`config.mk`:
```
export PLATFORM = sky130hd
export DESIGN_NAME = sfx_mixer_flat
export DESIGN_NICKNAME = d
export VERILOG_FILES = /design/src/rtl/sfx_mixer_if.sv /design/src/rtl/sfx_mixer.sv /design/src/flat_wrapper.sv
export SDC_FILE = /design/constraint.sdc
export NUM_CORES = 1
export LEC_CHECK = 0
export ABC_AREA = 0
export ABC_CLOCK_PERIOD_IN_PS = 17500
export CAP_MARGIN = 20
export CORE_MARGIN = 5
export CORE_UTILIZATION = 55
export DETAILED_ROUTE_END_ITERATION = 8
export PLACE_DENSITY = 0.89
export SLEW_MARGIN = 30
export SYNTH_ARGS = -nofsm -noshare
export SYNTH_HDL_FRONTEND = slang
export SYNTH_SLANG_ARGS = --single-unit
```
`constraint.sdc`:
```
create_clock -name clk -period 17.5 [get_ports clk]
set_clock_uncertainty 0.05 [all_clocks]
set_input_delay 2.625 -clock clk [delete_from_list [all_inputs] [get_ports clk]]
set_output_delay 2.625 -clock clk [all_outputs]
set_load 0.02 [all_outputs]
```
`src/rtl/sfx_mixer_if.sv`:
```
// sfx_mixer_if: groups the sound-effect mixer's control, ROM and output signals.
//   trig/loop/atten : per-channel control from game-event logic
//   rom_addr/rom_q  : shared sample ROM port ({channel, position} -> data, 1-cycle latency)
//   sample_out/sample_valid : mixed mono sample and its update strobe
//   busy            : per-channel active-or-pending status
// master = the mixer, slave = the surrounding system (event logic, ROM, CODEC path).
interface sfx_mixer_if #(
    parameter int NUM_CH = 4,
    parameter int ADDR_W = 15,
    parameter int DATA_W = 24
);
    localparam int ROM_AW = $clog2(NUM_CH) + ADDR_W;

    logic [NUM_CH-1:0]   trig;
    logic [NUM_CH-1:0]   loop;
    logic [2*NUM_CH-1:0] atten;
    logic [ROM_AW-1:0]   rom_addr;
    logic [DATA_W-1:0]   rom_q;
    logic [DATA_W-1:0]   sample_out;
    logic                sample_valid;
    logic [NUM_CH-1:0]   busy;

    modport master (
        input  trig, loop, atten, rom_q,
        output rom_addr, sample_out, sample_valid, busy
    );

    modport slave (
        output trig, loop, atten, rom_q,
        input  rom_addr, sample_out, sample_valid, busy
    );
endinterface

```
`src/rtl/sfx_mixer.sv`:
```
// sfx_mixer: multi-channel sound-effect player and mixer.
// Once per CLK_DIV clocks it scans every channel through one shared ROM port,
// sums the attenuated samples, applies master gain with saturation and emits
// one mono sample. Channels start/restart on trig rising edges.
//   clk   : system clock
//   reset : asynchronous, active-high
//   bus   : sfx_mixer_if master (trig, loop, atten, rom_addr, rom_q,
//           sample_out, sample_valid, busy)
//
// state   | meaning
// S_IDLE  | waiting for the sample tick
// S_FETCH | one ROM address per channel; accumulate previous channel's data
// S_DRAIN | accumulate the last channel's data
// S_OUT   | saturate and publish the sample, advance channel positions
module sfx_mixer #(
    parameter int NUM_CH     = 4,
    parameter int ADDR_W     = 15,
    parameter int DATA_W     = 24,
    parameter int SAMPLE_LEN = 32768,
    parameter int CLK_DIV    = 1024,
    parameter int OUT_SHIFT  = 2
) (
    input logic          clk,
    input logic          reset,
    sfx_mixer_if.master  bus
);
    localparam int CH_W   = (NUM_CH > 1) ? $clog2(NUM_CH) : 1;
    localparam int ROM_AW = $clog2(NUM_CH) + ADDR_W;
    localparam int ACC_W  = DATA_W + $clog2(NUM_CH) + OUT_SHIFT + 1;
    localparam int CNT_W  = $clog2(CLK_DIV);
    localparam logic [CNT_W-1:0]  CNT_LAST = CNT_W'(CLK_DIV - 1);
    localparam logic [ADDR_W-1:0] LAST_POS = ADDR_W'(SAMPLE_LEN - 1);
    localparam logic [CH_W-1:0]   LAST_CH  = CH_W'(NUM_CH - 1);
    localparam logic signed [ACC_W-1:0] SAT_HI = ACC_W'((64'sd1 <<< (DATA_W - 1)) - 64'sd1);
    localparam logic signed [ACC_W-1:0] SAT_LO = ACC_W'(-(64'sd1 <<< (DATA_W - 1)));

    typedef enum logic [1:0] {S_IDLE, S_FETCH, S_DRAIN, S_OUT} state_t;

    state_t state_q, state_d;

    logic [CNT_W-1:0]        cnt_q, cnt_d;
    logic [NUM_CH-1:0]       trig_prev_q, pending_q, pending_d, active_q, active_d;
    logic [ADDR_W-1:0]       pos_q [NUM_CH];
    logic [ADDR_W-1:0]       pos_d [NUM_CH];
    logic [CH_W-1:0]         ch_q, ch_d;
    logic signed [ACC_W-1:0] acc_q, acc_d;
    logic [DATA_W-1:0]       sample_out_q, sample_out_d;
    logic                    sample_valid_q, sample_valid_d;

    logic                    tick, acc_clr, acc_en, fetch, do_out;
    logic [CH_W-1:0]         src_ch;
    logic [ROM_AW-1:0]       rom_addr;
    logic [NUM_CH-1:0]       rise;
    logic signed [ACC_W-1:0] rom_ext, term, shifted, sat;

    assign tick = (cnt_q == CNT_LAST);
    assign rise = bus.trig & ~trig_prev_q;

    // FSM: state register
    always_ff @(posedge clk or posedge reset) begin
        if (reset) state_q <= S_IDLE;
        else       state_q <= state_d;
    end

    // FSM: next state
    always_comb begin
        state_d = state_q;
        case (state_q)
            S_IDLE:  if (tick) state_d = S_FETCH;
            S_FETCH: if (ch_q == LAST_CH) state_d = S_DRAIN;
            S_DRAIN: state_d = S_OUT;
            S_OUT:   state_d = S_IDLE;
            default: state_d = S_IDLE;
        endcase
    end

    // FSM: outputs. ROM data for the channel addressed in one FETCH cycle is
    // accumulated in the following cycle, hence src_ch lags ch_q by one.
    always_comb begin
        rom_addr = '0;
        acc_clr  = 1'b0;
        acc_en   = 1'b0;
        fetch    = 1'b0;
        do_out   = 1'b0;
        src_ch   = ch_q - 1'b1;
        case (state_q)
            S_IDLE:  acc_clr = tick;
            S_FETCH: begin
                fetch    = 1'b1;
                rom_addr = ROM_AW'({ch_q, pos_q[ch_q]});
                acc_en   = (ch_q != '0);
            end
            S_DRAIN: begin
                acc_en = 1'b1;
                src_ch = LAST_CH;
            end
            S_OUT:   do_out = 1'b1;
            default: ;
        endcase
    end

    // Datapath and channel state
    always_comb begin
        cnt_d = tick ? '0 : cnt_q + 1'b1;

        ch_d = ch_q;
        if (acc_clr)    ch_d = '0;
        else if (fetch) ch_d = ch_q + 1'b1;

        rom_ext = ACC_W'($signed(bus.rom_q));
        term    = active_q[src_ch] ? (rom_ext >>> bus.atten[2*src_ch +: 2]) : '0;
        acc_d   = acc_q;
        if (acc_clr)     acc_d = '0;
        else if (acc_en) acc_d = acc_q + term;

        shifted = acc_q <<< OUT_SHIFT;
        if (shifted > SAT_HI)      sat = SAT_HI;
        else if (shifted < SAT_LO) sat = SAT_LO;
        else                       sat = shifted;

        sample_out_d   = do_out ? sat[DATA_W-1:0] : sample_out_q;
        sample_valid_d = do_out;

        // Edges seen in the OUT cycle itself survive into the next period.
        pending_d = do_out ? rise : (pending_q | rise);
        active_d  = active_q;
        pos_d     = pos_q;
        if (do_out) begin
            for (int i = 0; i < NUM_CH; i++) begin
                if (pending_q[i]) begin
                    pos_d[i]    = '0;
                    active_d[i] = 1'b1;
                end else if (active_q[i] && pos_q[i] == LAST_POS) begin
                    pos_d[i]    = '0;
                    active_d[i] = bus.loop[i];
                end else if (active_q[i]) begin
                    pos_d[i] = pos_q[i] + 1'b1;
                end
            end
        end
    end

    always_ff @(posedge clk or posedge reset) begin
        if (reset) begin
            cnt_q          <= '0;
            trig_prev_q    <= '1;   // a trigger held through reset must not fire
            pending_q      <= '0;
            active_q       <= '0;
            ch_q           <= '0;
            acc_q          <= '0;
            sample_out_q   <= '0;
            sample_valid_q <= 1'b0;
            for (int i = 0; i < NUM_CH; i++) pos_q[i] <= '0;
        end else begin
            cnt_q          <= cnt_d;
            trig_prev_q    <= bus.trig;
            pending_q      <= pending_d;
            active_q       <= active_d;
            ch_q           <= ch_d;
            acc_q          <= acc_d;
            sample_out_q   <= sample_out_d;
            sample_valid_q <= sample_valid_d;
            pos_q          <= pos_d;
        end
    end

    assign bus.rom_addr     = rom_addr;
    assign bus.sample_out   = sample_out_q;
    assign bus.sample_valid = sample_valid_q;
    assign bus.busy         = active_q | pending_q;
endmodule

```
`src/flat_wrapper.sv`:
```
// flat-port wrapper written by rule: the top's interface ports become plain ports
module sfx_mixer_flat 
#(
    parameter int NUM_CH     = 4,
    parameter int ADDR_W     = 15,
    parameter int DATA_W     = 24,
    parameter int SAMPLE_LEN = 32768,
    parameter int CLK_DIV    = 1024,
    parameter int OUT_SHIFT  = 2
)
  (clk, reset, bus_trig, bus_loop, bus_atten, bus_rom_q, bus_rom_addr, bus_sample_out, bus_sample_valid, bus_busy);
  sfx_mixer_if #(.NUM_CH(NUM_CH), .ADDR_W(ADDR_W), .DATA_W(DATA_W)) bus_i ();
  input logic clk;
  input logic reset;
  input wire logic [$bits(bus_i.trig)-1:0] bus_trig;
  input wire logic [$bits(bus_i.loop)-1:0] bus_loop;
  input wire logic [$bits(bus_i.atten)-1:0] bus_atten;
  input wire logic [$bits(bus_i.rom_q)-1:0] bus_rom_q;
  output wire logic [$bits(bus_i.rom_addr)-1:0] bus_rom_addr;
  output wire logic [$bits(bus_i.sample_out)-1:0] bus_sample_out;
  output wire logic [$bits(bus_i.sample_valid)-1:0] bus_sample_valid;
  output wire logic [$bits(bus_i.busy)-1:0] bus_busy;
  assign bus_i.trig = bus_trig;
  assign bus_i.loop = bus_loop;
  assign bus_i.atten = bus_atten;
  assign bus_i.rom_q = bus_rom_q;
  assign bus_rom_addr = bus_i.rom_addr;
  assign bus_sample_out = bus_i.sample_out;
  assign bus_sample_valid = bus_i.sample_valid;
  assign bus_busy = bus_i.busy;
  sfx_mixer #(.NUM_CH(NUM_CH), .ADDR_W(ADDR_W), .DATA_W(DATA_W), .SAMPLE_LEN(SAMPLE_LEN), .CLK_DIV(CLK_DIV), .OUT_SHIFT(OUT_SHIFT)) u_core (.clk(clk), .reset(reset), .bus(bus_i));
endmodule
```
Word-level counts from Yosys, hierarchy flattened --
Index checks and enable logic that the tools add are counted. Widths: inputs -> output; s select.
Cells by class: shift-type cells 2, reduce and logical (&&, ||, !) cells 25, muxes and demuxes 43, magnitude comparators 4, equality and inequality tests 11, bitwise logic cells 5, $add $sub $neg 8
Operators with widths (number):
- $mux 15 | 14
- $mux 29 | 3
- $add 15x1->15 const B | 4
- $eq 15x15->1 const B | 4
- $mux 24 | 2
- $bmux 15 s2 | 1
- $add 29x29->29 | 1
- $gt 29x24->1 const B | 1
- $lt 29x24->1 const B | 1
- $sshr 29x2->29 | 1
- $reduce_and 2->1 | 9
- $mux 17 | 1
- $reduce_bool 2->1 | 7
- $mux 1 | 12
- $reduce_bool 3->1 | 4
- $add 10x1->10 const B | 1
- $eq 10x10->1 const B | 1
- $mux 10 | 1
- $mux 2 | 5
- $or 4x4->4 | 2
- $pmux 2 s4 | 1
- $shiftx 8x4->2 | 1
- $eq 2x2->1 const B | 3
- $and 4x4->4 | 1
- other kinds (13) | 17
Storage, ports and cells: output and inout bits 46, word-level logic and storage cells 114, flip-flop bits (word level) 140

Logic depth before layout (Yosys ltp) --
Gate-level depths: netlist of run 1.
word-level depth 8, mapped depth 21

Least setup slack after synthesis of run 1 --
OpenSTA, ideal clock, no wires.
path type input to register, start point input bus_atten[1], end point register u_core.acc_q[26], data required time 17.372 ns, library setup time 0.078 ns, stages on the path 15, path slack 11.069 ns, data arrival time 6.303 ns, cell sequence mux4_2 > clkbuf_1 > clkbuf_1 > clkbuf_1 > a211oi_1 > ha_1 > fa_1 > a21o_1 > a221oi_2 > o211ai_2 > a31o_4 > o31a_1 > o21a_1 > or4_1 > a21oi_1
On the way: longest elaborated chain between the ends 6
Ends and longest elaborated chain:
- start: declaration | RTL line flat_wrapper.sv:17 | input wire logic [$bits(bus_i.atten)-1:0] bus_atten;
- $shiftx 8x4->2 | RTL line sfx_mixer.sv:111 | term = active_q[src_ch] ? (rom_ext >>> bus.atten[2*src_ch +: 2]) : '0;
- $sshr 29x2->29 | RTL line sfx_mixer.sv:111
- $mux 29 | RTL line sfx_mixer.sv:111
- $add 29x29->29 | RTL line sfx_mixer.sv:114 | else if (acc_en) acc_d = acc_q + term;
- $mux 29 | RTL line sfx_mixer.sv:114
- $mux 29 | RTL line sfx_mixer.sv:113 | if (acc_clr) acc_d = '0;
- end signal: assignment | RTL line sfx_mixer.sv:150 | acc_q <= '0;
- end signal: assignment | RTL line sfx_mixer.sv:160 | acc_q <= acc_d;
- end: declaration | RTL line sfx_mixer.sv:46 | logic signed [ACC_W-1:0] acc_q, acc_d;
Every way passes these cells. The select of a mux whose other input is x is not followed. A chain may end at the register's enable or synchronous reset.

Worst setup path in the final report of run 1 --
start point input bus_atten[4], end point register u_core.acc_q[26]
Same word-level chain as after synthesis.

==> flow_metrics.env, run 1 <==
export IMPL_clockBufferDepth=2
export IMPL_synthesis_instances=925
export IMPL_critPathSlowestCell="mux4_2"
export IMPL_synth_seq_cells=137
export IMPL_synth_warning_count=0
export IMPL_nNetsFinal=1079
export IMPL_synth_main_ff_cell="dfrtp_1"
export IMPL_vias=7243
export IMPL_cts_root_buf="clkbuf_16"
export IMPL_start_util_pct=56.0
export IMPL_wl_per_cell_um=17.5
export IMPL_setup_tns_ns=0
export IMPL_syn_area_um2=8480
export IMPL_slew_headroom_pct=39.5
export IMPL_io_pins=88
export IMPL_grt_overflow=0
export IMPL_antenna_left=0
export IMPL_yosys_area_share_simple_pct=19.0
export IMPL_drt_pass1_iter_count=5
export IMPL_hold_viol=0
export IMPL_peakVddDrop_uv=73.8
export IMPL_dpl_hpwl_um=14900
export IMPL_place_gp_congestion=0.940
export IMPL_max_freq_mhz=147
export IMPL_cts_resized=0
export IMPL_cp_common_cell="a211oi_1"
export IMPL_muxShareOfSynthArea_pct=7.76
export IMPL_numCtsBuffers=17
export IMPL_total_leakage_power_nw=4.33
export IMPL_hp_class="flip-flop to flip-flop"
export IMPL_drive_gt1_share_pct=8.22
export IMPL_insertedDiodeCount=0
export IMPL_finalCriticalPeriod_ns=6.79
export IMPL_crit_arrival_ns=7.08
export IMPL_synth_cell_type_count=53
export IMPL_synthesis_nets=1007
export IMPL_area_growth_syn_to_layout_pct=19.3
export IMPL_total_power_mw=0.784
export IMPL_fin_util_pct=66.8
export IMPL_drc=0
export IMPL_wl_um=21000
export IMPL_fillers=1143
export IMPL_worst_pin_slew_ns=0.908
export IMPL_cts_hold_buf=0
export IMPL_synth_edff_count=0
export IMPL_cts_sinks=137
export IMPL_multi_input_area_um2=4750
export IMPL_maxCapViolations=0
export IMPL_required_ns=17.79
export IMPL_viasPerCell=6.05
export IMPL_start_kind="primary input"
export IMPL_regArea_um2=3430
export IMPL_slew_violations=0
export IMPL_p_per_area_nw_per_um2=77.5
export IMPL_row_count=45
export IMPL_die_x_um=134
export IMPL_clkTransAtPathRegs_ns=0.06
export IMPL_dieArea_um2=18000
export IMPL_io_buffers=87
export IMPL_cts_tree="yes"
export IMPL_drtIter0Drc=633
export IMPL_worstPathCellList="clkdlybuf4s50_1 > mux4_2 > a211oi_1 > a211oi_1 > ha_1 > fa_1 > a21o_1 > a221oi_2 > o211ai_2 > a31o_4 > o31a_1 > o21a_1 > or4_1 > a21oi_1"
export IMPL_path_max_fanout=28
export IMPL_rsz0062_at_grt="false"
export IMPL_criticalPathCategory="primary input to flip-flop"
export IMPL_grt_pass1_wl_um=35000
export IMPL_synth_compound_area_share_pct=15.2
export IMPL_grt_usage_pct=24.0
export IMPL_max_stage_delay_ns=0.81
export IMPL_avgSynthCellArea_um2=9.16
export IMPL_seq_area_frac_synth_pct=40.5
export IMPL_status="finished clean"
export IMPL_synth_top_family_by_area="simple AND/OR/NAND/NOR gates"
export IMPL_clk_latency_ns=0.43
export IMPL_grt_start_max_net_pins=91
export IMPL_antenna_found_initial=0
export IMPL_grt_pass1_vias=7165
export IMPL_core_um2=15100
export IMPL_synthAdderAreaFrac_pct=5.99
export IMPL_setup_viol_count_final=0
export IMPL_endpoint_kind="flip-flop"
export IMPL_synthXorXnorAreaFrac_pct=7.75
export IMPL_async_reset_ff_share_pct=100
export IMPL_dieHeight_um=134
export IMPL_period_share_pct=38.8
export IMPL_htreeDepth=4
export IMPL_post_cts_buffers=0
synthesized netlist by cell type, drive strengths merged (3+ instances only):
cell type  instances  share of area [%]
a211oi            25                2.2
ha                39                5.8
mux2i             23                2.7
nor3              11               0.65
o22ai              4               0.30
buf                8               0.56
nand4             12               0.89
or2                7               0.52
inv               43                1.9
and2              24                1.8
mux4              17                4.5
dfrtp            133                 39
or3                3               0.22
xnor2             31                3.2
nor2              94                4.2
xor2              44                4.5
a21o              10               0.89
nand3             42                2.5
o21ai             61                3.6
o31ai              3               0.27
a31oi              5               0.37
mux2               4               0.53
a31o               3               0.41
clkbuf            31                1.4
a41o               3               0.35
and3              19                1.4
o211ai            23                2.1
dfstp              4                1.2
nand2             90                4.0
a21oi             59                3.5
nor2b             32                2.4
worst max-delay path: cells and delay by family:
family	cells	cell delay, ns
buffers and inverters	1	0.39
adder cells (fa/ha/maj)	2	0.65
AND/OR/NAND/NOR	1	0.39
AO/OA/AOI/OAI	9	2.17
multiplexers	1	0.81
layout by cell type, fill, tap and decap left out, drive strengths merged, types with 17 or more instances in the layout:
master	count
a211oi	25
a21oi	59
and2	24
and3	19
clkbuf	17
clkdlybuf4s50	87
dfrtp	133
ha	39
inv	49
mux2i	23
mux4	17
nand2	90
nand3	42
nor2	94
nor2b	32
o211ai	23
o21ai	61
xnor2	31
xor2	44
logic make-up (layout without fill, tap and decap cells):
kind of cell / after synthesis / count (layout)
XOR/XNOR: 75 / 75
buffers and inverters: 82 / 167
AO/OA/AOI/OAI: 207 / 207
flip-flops: 137 / 137
multiplexers: 44 / 44
adder cells (fa/ha/maj): 40 / 40
AND/OR/NAND/NOR: 340 / 340
sequential cells by signal, indices dropped and copies added, names as in the netlist:
signal,flops
u_core.pos_q,60
u_core.trig_prev_q,4
u_core.bus.sample_out,23
u_core.cnt_q,10
u_core.ch_q,2
u_core.acc_q,27
u_core.bus.sample_valid,1
u_core.active_q,4
u_core.state_q,2
u_core.pending_q,4
where the power goes:
| part | total [mW] | leakage, nW | switching [mW] | internal [mW] |
|---|---|---|---|---|
| sequential | 0.319 | 1.71 | 0.000695 | 0.318 |
| combinational | 0.0874 | 2.33 | 0.0488 | 0.0386 |
| clock | 0.378 | 0.292 | 0.151 | 0.227 |
area by class of cell:
type | instances | area share, %
Clock buffer | 17 | 4.21
Multi-Input combinational cell | 706 | 47.0
Timing Repair Buffer | 92 | 9.02
Sequential cell | 137 | 34.0
Inverter | 43 | 1.65
Tap cell | 188 | 2.33
Clock inverter | 15 | 1.86
per-layer routing:
metal / wire length, um / global-route usage (%) / vias to the layer above / share of wire (%)
met5: 0 / 0 / - / 0
met4: 525 / 9.39 / 0 / 2.5
met3: 1200 / 4.69 / 42 / 5.7
met2: 10400 / 40.8 / 267 / 49
met1: 8880 / 30.5 / 3523 / 42
li1: - / - / 3411 / -
per-stage QoR:
| step | std cells | hold WS [ns] | cell area [um2] | worst slack [ns] |
|---|---|---|---|---|
| global placement | 1166 | 0.406 | 9470 | 10.44 |
| global route | 1198 | 0.440 | 10100 | 10.52 |
| floorplan | 925 | 0.388 | 8480 | 11.07 |
| detailed placement | 1166 | 0.406 | 9480 | 10.34 |
| finish | 1198 | 0.421 | 10100 | 10.71 |
| CTS | 1198 | 0.422 | 10100 | 10.76 |
worst paths after layout:
path,start,to,slack (ns),depth (start not counted)
max in group asynchronous,reset,u_core.ch_q[1],13.62,3
worst max register to register,u_core.ch_q[0],u_core.acc_q[26],11.77,17
worst max-delay path,bus_atten[4],u_core.acc_q[26],10.71,14
worst min-delay path,u_core.cnt_q[4],u_core.cnt_q[4],0.42,1
worst min register to register,u_core.cnt_q[4],u_core.cnt_q[4],0.42,1
min in group asynchronous,reset,u_core.acc_q[25],2.61,2
(Power assumes the default switching activity.)
==> run 2, diff against run 1 <==
--- a/config.mk
+++ b/config.mk
@@ -6,12 +6,12 @@
 export NUM_CORES = 1
 export LEC_CHECK = 0
 export ABC_AREA = 0
-export ABC_CLOCK_PERIOD_IN_PS = 17500
+export ABC_CLOCK_PERIOD_IN_PS = 5800
 export CAP_MARGIN = 20
 export CORE_MARGIN = 5
-export CORE_UTILIZATION = 55
+export CORE_UTILIZATION = 52
 export DETAILED_ROUTE_END_ITERATION = 8
-export PLACE_DENSITY = 0.89
+export PLACE_DENSITY = 0.88
 export SLEW_MARGIN = 30
 export SYNTH_ARGS = -nofsm -noshare
 export SYNTH_HDL_FRONTEND = slang
==> constraint.sdc (replaced) <==
create_clock -name clk -period 5.8 [get_ports clk]
set_clock_uncertainty 0.05 [all_clocks]
set_input_delay 0.87 -clock clk [delete_from_list [all_inputs] [get_ports clk]]
set_output_delay 0.87 -clock clk [all_outputs]
set_load 0.02 [all_outputs]
==> run 2 against run 1 <==
Net effect:
- utilization shrank 3.2 points
- die area increased by 5.3%
- routed wire length is 2.5% higher
- non-clock buffer count increased by 4
- flip-flop and latch count is the same
- sequential share of layout area fell by 0.063 points
- count of clock-buffer cells in the layout rose by 1
- first-iteration DRC count grew 14%
- design area rose by 0.15%
- clock power increased to 2.8 times the previous value
- largest cell class unchanged
- highest routed layer unchanged
==> flow_metrics.env, run 2 (synthesized netlist as in run 1, its figures left out) <==
export IMPL_status="finished clean"
export IMPL_drt_pass1_iter_count=6
export IMPL_fillers=1287
export IMPL_cts_tree="yes"
export IMPL_hold_viol=0
export IMPL_crit_arrival_ns=5.46
export IMPL_clk_latency_ns=0.43
export IMPL_numCtsBuffers=17
export IMPL_endpoint_kind="flip-flop"
export IMPL_area_growth_syn_to_layout_pct=19.5
export IMPL_io_pins=88
export IMPL_p_per_area_nw_per_um2=225
export IMPL_final_common_cell="dfrtp_1"
export IMPL_cts_hold_buf=0
export IMPL_r2r_setup_slack_ns=0.63
export IMPL_regMostFlops="u_core.pos_q"
export IMPL_setup_viol_count_final=0
export IMPL_wl_per_cell_um=17.5
export IMPL_antenna_found_initial=0
export IMPL_vias=7273
export IMPL_gr_usage_met3_pct=4.46
export IMPL_grt_pass1_wl_um=35200
export IMPL_dpl_hpwl_um=15500
export IMPL_hold_path_end="u_core.cnt_q[4]"
export IMPL_multi_input_area_um2=4750
export IMPL_wl_um=21500
export IMPL_r2r_cells=16
export IMPL_layout_common_cells="133 x dfrtp_1, 94 x nor2_1, 90 x nand2_1"
export IMPL_insertedDiodeCount=0
export IMPL_antenna_left=0
export IMPL_cts_root_buf="clkbuf_16"
export IMPL_clkTransAtPathRegs_ns=0.06
export IMPL_critPathSlowestCell="mux4_2"
export IMPL_htreeDepth=4
export IMPL_core_um2=15900
export IMPL_grt_overflow=0
export IMPL_total_leakage_power_nw=4.33
export IMPL_met1_usage_pct=30.6
export IMPL_dieHeight_um=138
export IMPL_r2r_start="u_core.state_q[0]"
export IMPL_nNetsFinal=1083
export IMPL_period_share_pct=89.1
export IMPL_criticalPathCategory="flip-flop to flip-flop"
export IMPL_largest_reg_flops=60
export IMPL_slew_violations=0
export IMPL_post_cts_buffers=0
export IMPL_finalCriticalPeriod_ns=5.17
export IMPL_r2r_end="u_core.acc_q[26]"
export IMPL_holdWs_ns=0.417
export IMPL_cp_common_cell="ha_1"
export IMPL_critPathTopFamily="compound AO/OA/AOI/OAI gates"
export IMPL_grt_util_met2_pct=39.0
export IMPL_start_util_pct=53.2
export IMPL_drtIter0Drc=719
export IMPL_placed_cell_area_um2=9540
export IMPL_drive_gt1_share_pct=8.38
export IMPL_cts_resized=0
export IMPL_grt_pass1_vias=7114
export IMPL_finalInstanceArea_um2=10100
export IMPL_clockBufferDepth=2
export IMPL_setup_tns_ns=0
export IMPL_grt_busiest_layer="met2"
export IMPL_worst_pin_slew_ns=0.793
export IMPL_start_kind="flip-flop"
export IMPL_min_from="u_core.cnt_q[4]"
export IMPL_regArea_um2=3430
export IMPL_min_delay_path_depth=1
export IMPL_max_freq_mhz=194
export IMPL_place_gp_congestion=0.957
export IMPL_grt_start_max_net_pins=85
export IMPL_hp_class="flip-flop to flip-flop"
export IMPL_crit_buf_inv=2
export IMPL_io_buffers=87
export IMPL_dieArea_um2=19000
export IMPL_peakVddDrop_uv=198
export IMPL_row_count=46
export IMPL_rsz0062_at_grt="false"
export IMPL_drc=0
export IMPL_slew_headroom_pct=47.1
export IMPL_fin_util_pct=63.5
export IMPL_max_stage_delay_ns=0.72
export IMPL_die_x_um=138
export IMPL_required_ns=6.10
export IMPL_path_max_fanout=20
export IMPL_viasPerCell=5.91
export IMPL_grt_usage_pct=23.6
export IMPL_maxCapViolations=0
export IMPL_cts_sinks=137
export IMPL_worstPathCellList="inv_1 > ha_1 > nor2b_2 > mux4_2 > buf_4 > mux2i_1 > a211oi_1 > ha_1 > a21o_1 > a221oi_2 > o211ai_2 > a31o_4 > o31a_1 > o21a_1 > or4_1 > a21oi_1"
-- run 2: cell count changes in the layout (fill, tap and decap cells not counted) --
cell | before | now
buf_4 | 4 | 9
buf_6 | 1 | 0
bufinv_16 | 3 | 1
clkbuf_1 | 0 | 1
clkinv_2 | 1 | 2
clkinv_4 | 2 | 4
clkinvlp_4 | 3 | 2
dfrtp_1 | 132 | 133
dfrtp_2 | 1 | 0
inv_6 | 7 | 4
inv_8 | 0 | 2
-- run 2: worst max-delay path by stage --
stage	start	to	slack, ns	depth (start not counted)
3_3_place_gp	bus_atten[4]	u_core.acc_q[26]	0.64	14
6_report	u_core.state_q[0]	u_core.acc_q[26]	0.63	16
2_1_floorplan	u_core.ch_q[1]	u_core.acc_q[26]	0.31	20
3_5_place_dp	bus_atten[4]	u_core.acc_q[26]	0.56	14
4_1_cts	u_core.state_q[0]	u_core.acc_q[26]	0.61	16
5_1_grt	u_core.state_q[0]	u_core.acc_q[26]	0.34	16
-- run 2: metrics by stage --
stage                     instances  total power, mW  worst slack (ns)
after floorplan                 925             1.17             0.307
after global placement         1198             1.24             0.639
after detailed placement       1198             1.24             0.559
after CTS                      1230             2.28             0.614
after global routing           1230             2.35             0.338
final                          1230             2.28             0.634
-- run 2: where the power goes --
group          internal (mW)  switching, mW
Sequential             0.959        0.00202
Combinational          0.117          0.151
Clock                  0.599          0.448
Total                   1.68          0.601
-- run 2: cell type report --
class	count	share of cell area (%)
inverter	43	1.64
clock inverter	14	1.37
multi-input combinational	706	46.9
timing repair buffer	96	9.27
clock buffer	18	4.24
tap	216	2.67
sequential	137	33.9
-- run 2: routing by layer --
layer / up-vias / wire [um]
li1: 3420 / -
met1: 3490 / 9080
met2: 315 / 10400
met3: 48 / 1470
met4: 0 / 505
met5: - / 0
==> run 3, diff against run 2 <==
--- a/config.mk
+++ b/config.mk
@@ -10,6 +10,7 @@
 export CAP_MARGIN = 20
 export CORE_MARGIN = 5
 export CORE_UTILIZATION = 52
+export CTS_CLUSTER_DIAMETER = 60
 export DETAILED_ROUTE_END_ITERATION = 8
 export PLACE_DENSITY = 0.88
 export SLEW_MARGIN = 30
==> results of run 3 <==
The final DEF is identical to that of run 2; final timing and power are the same.
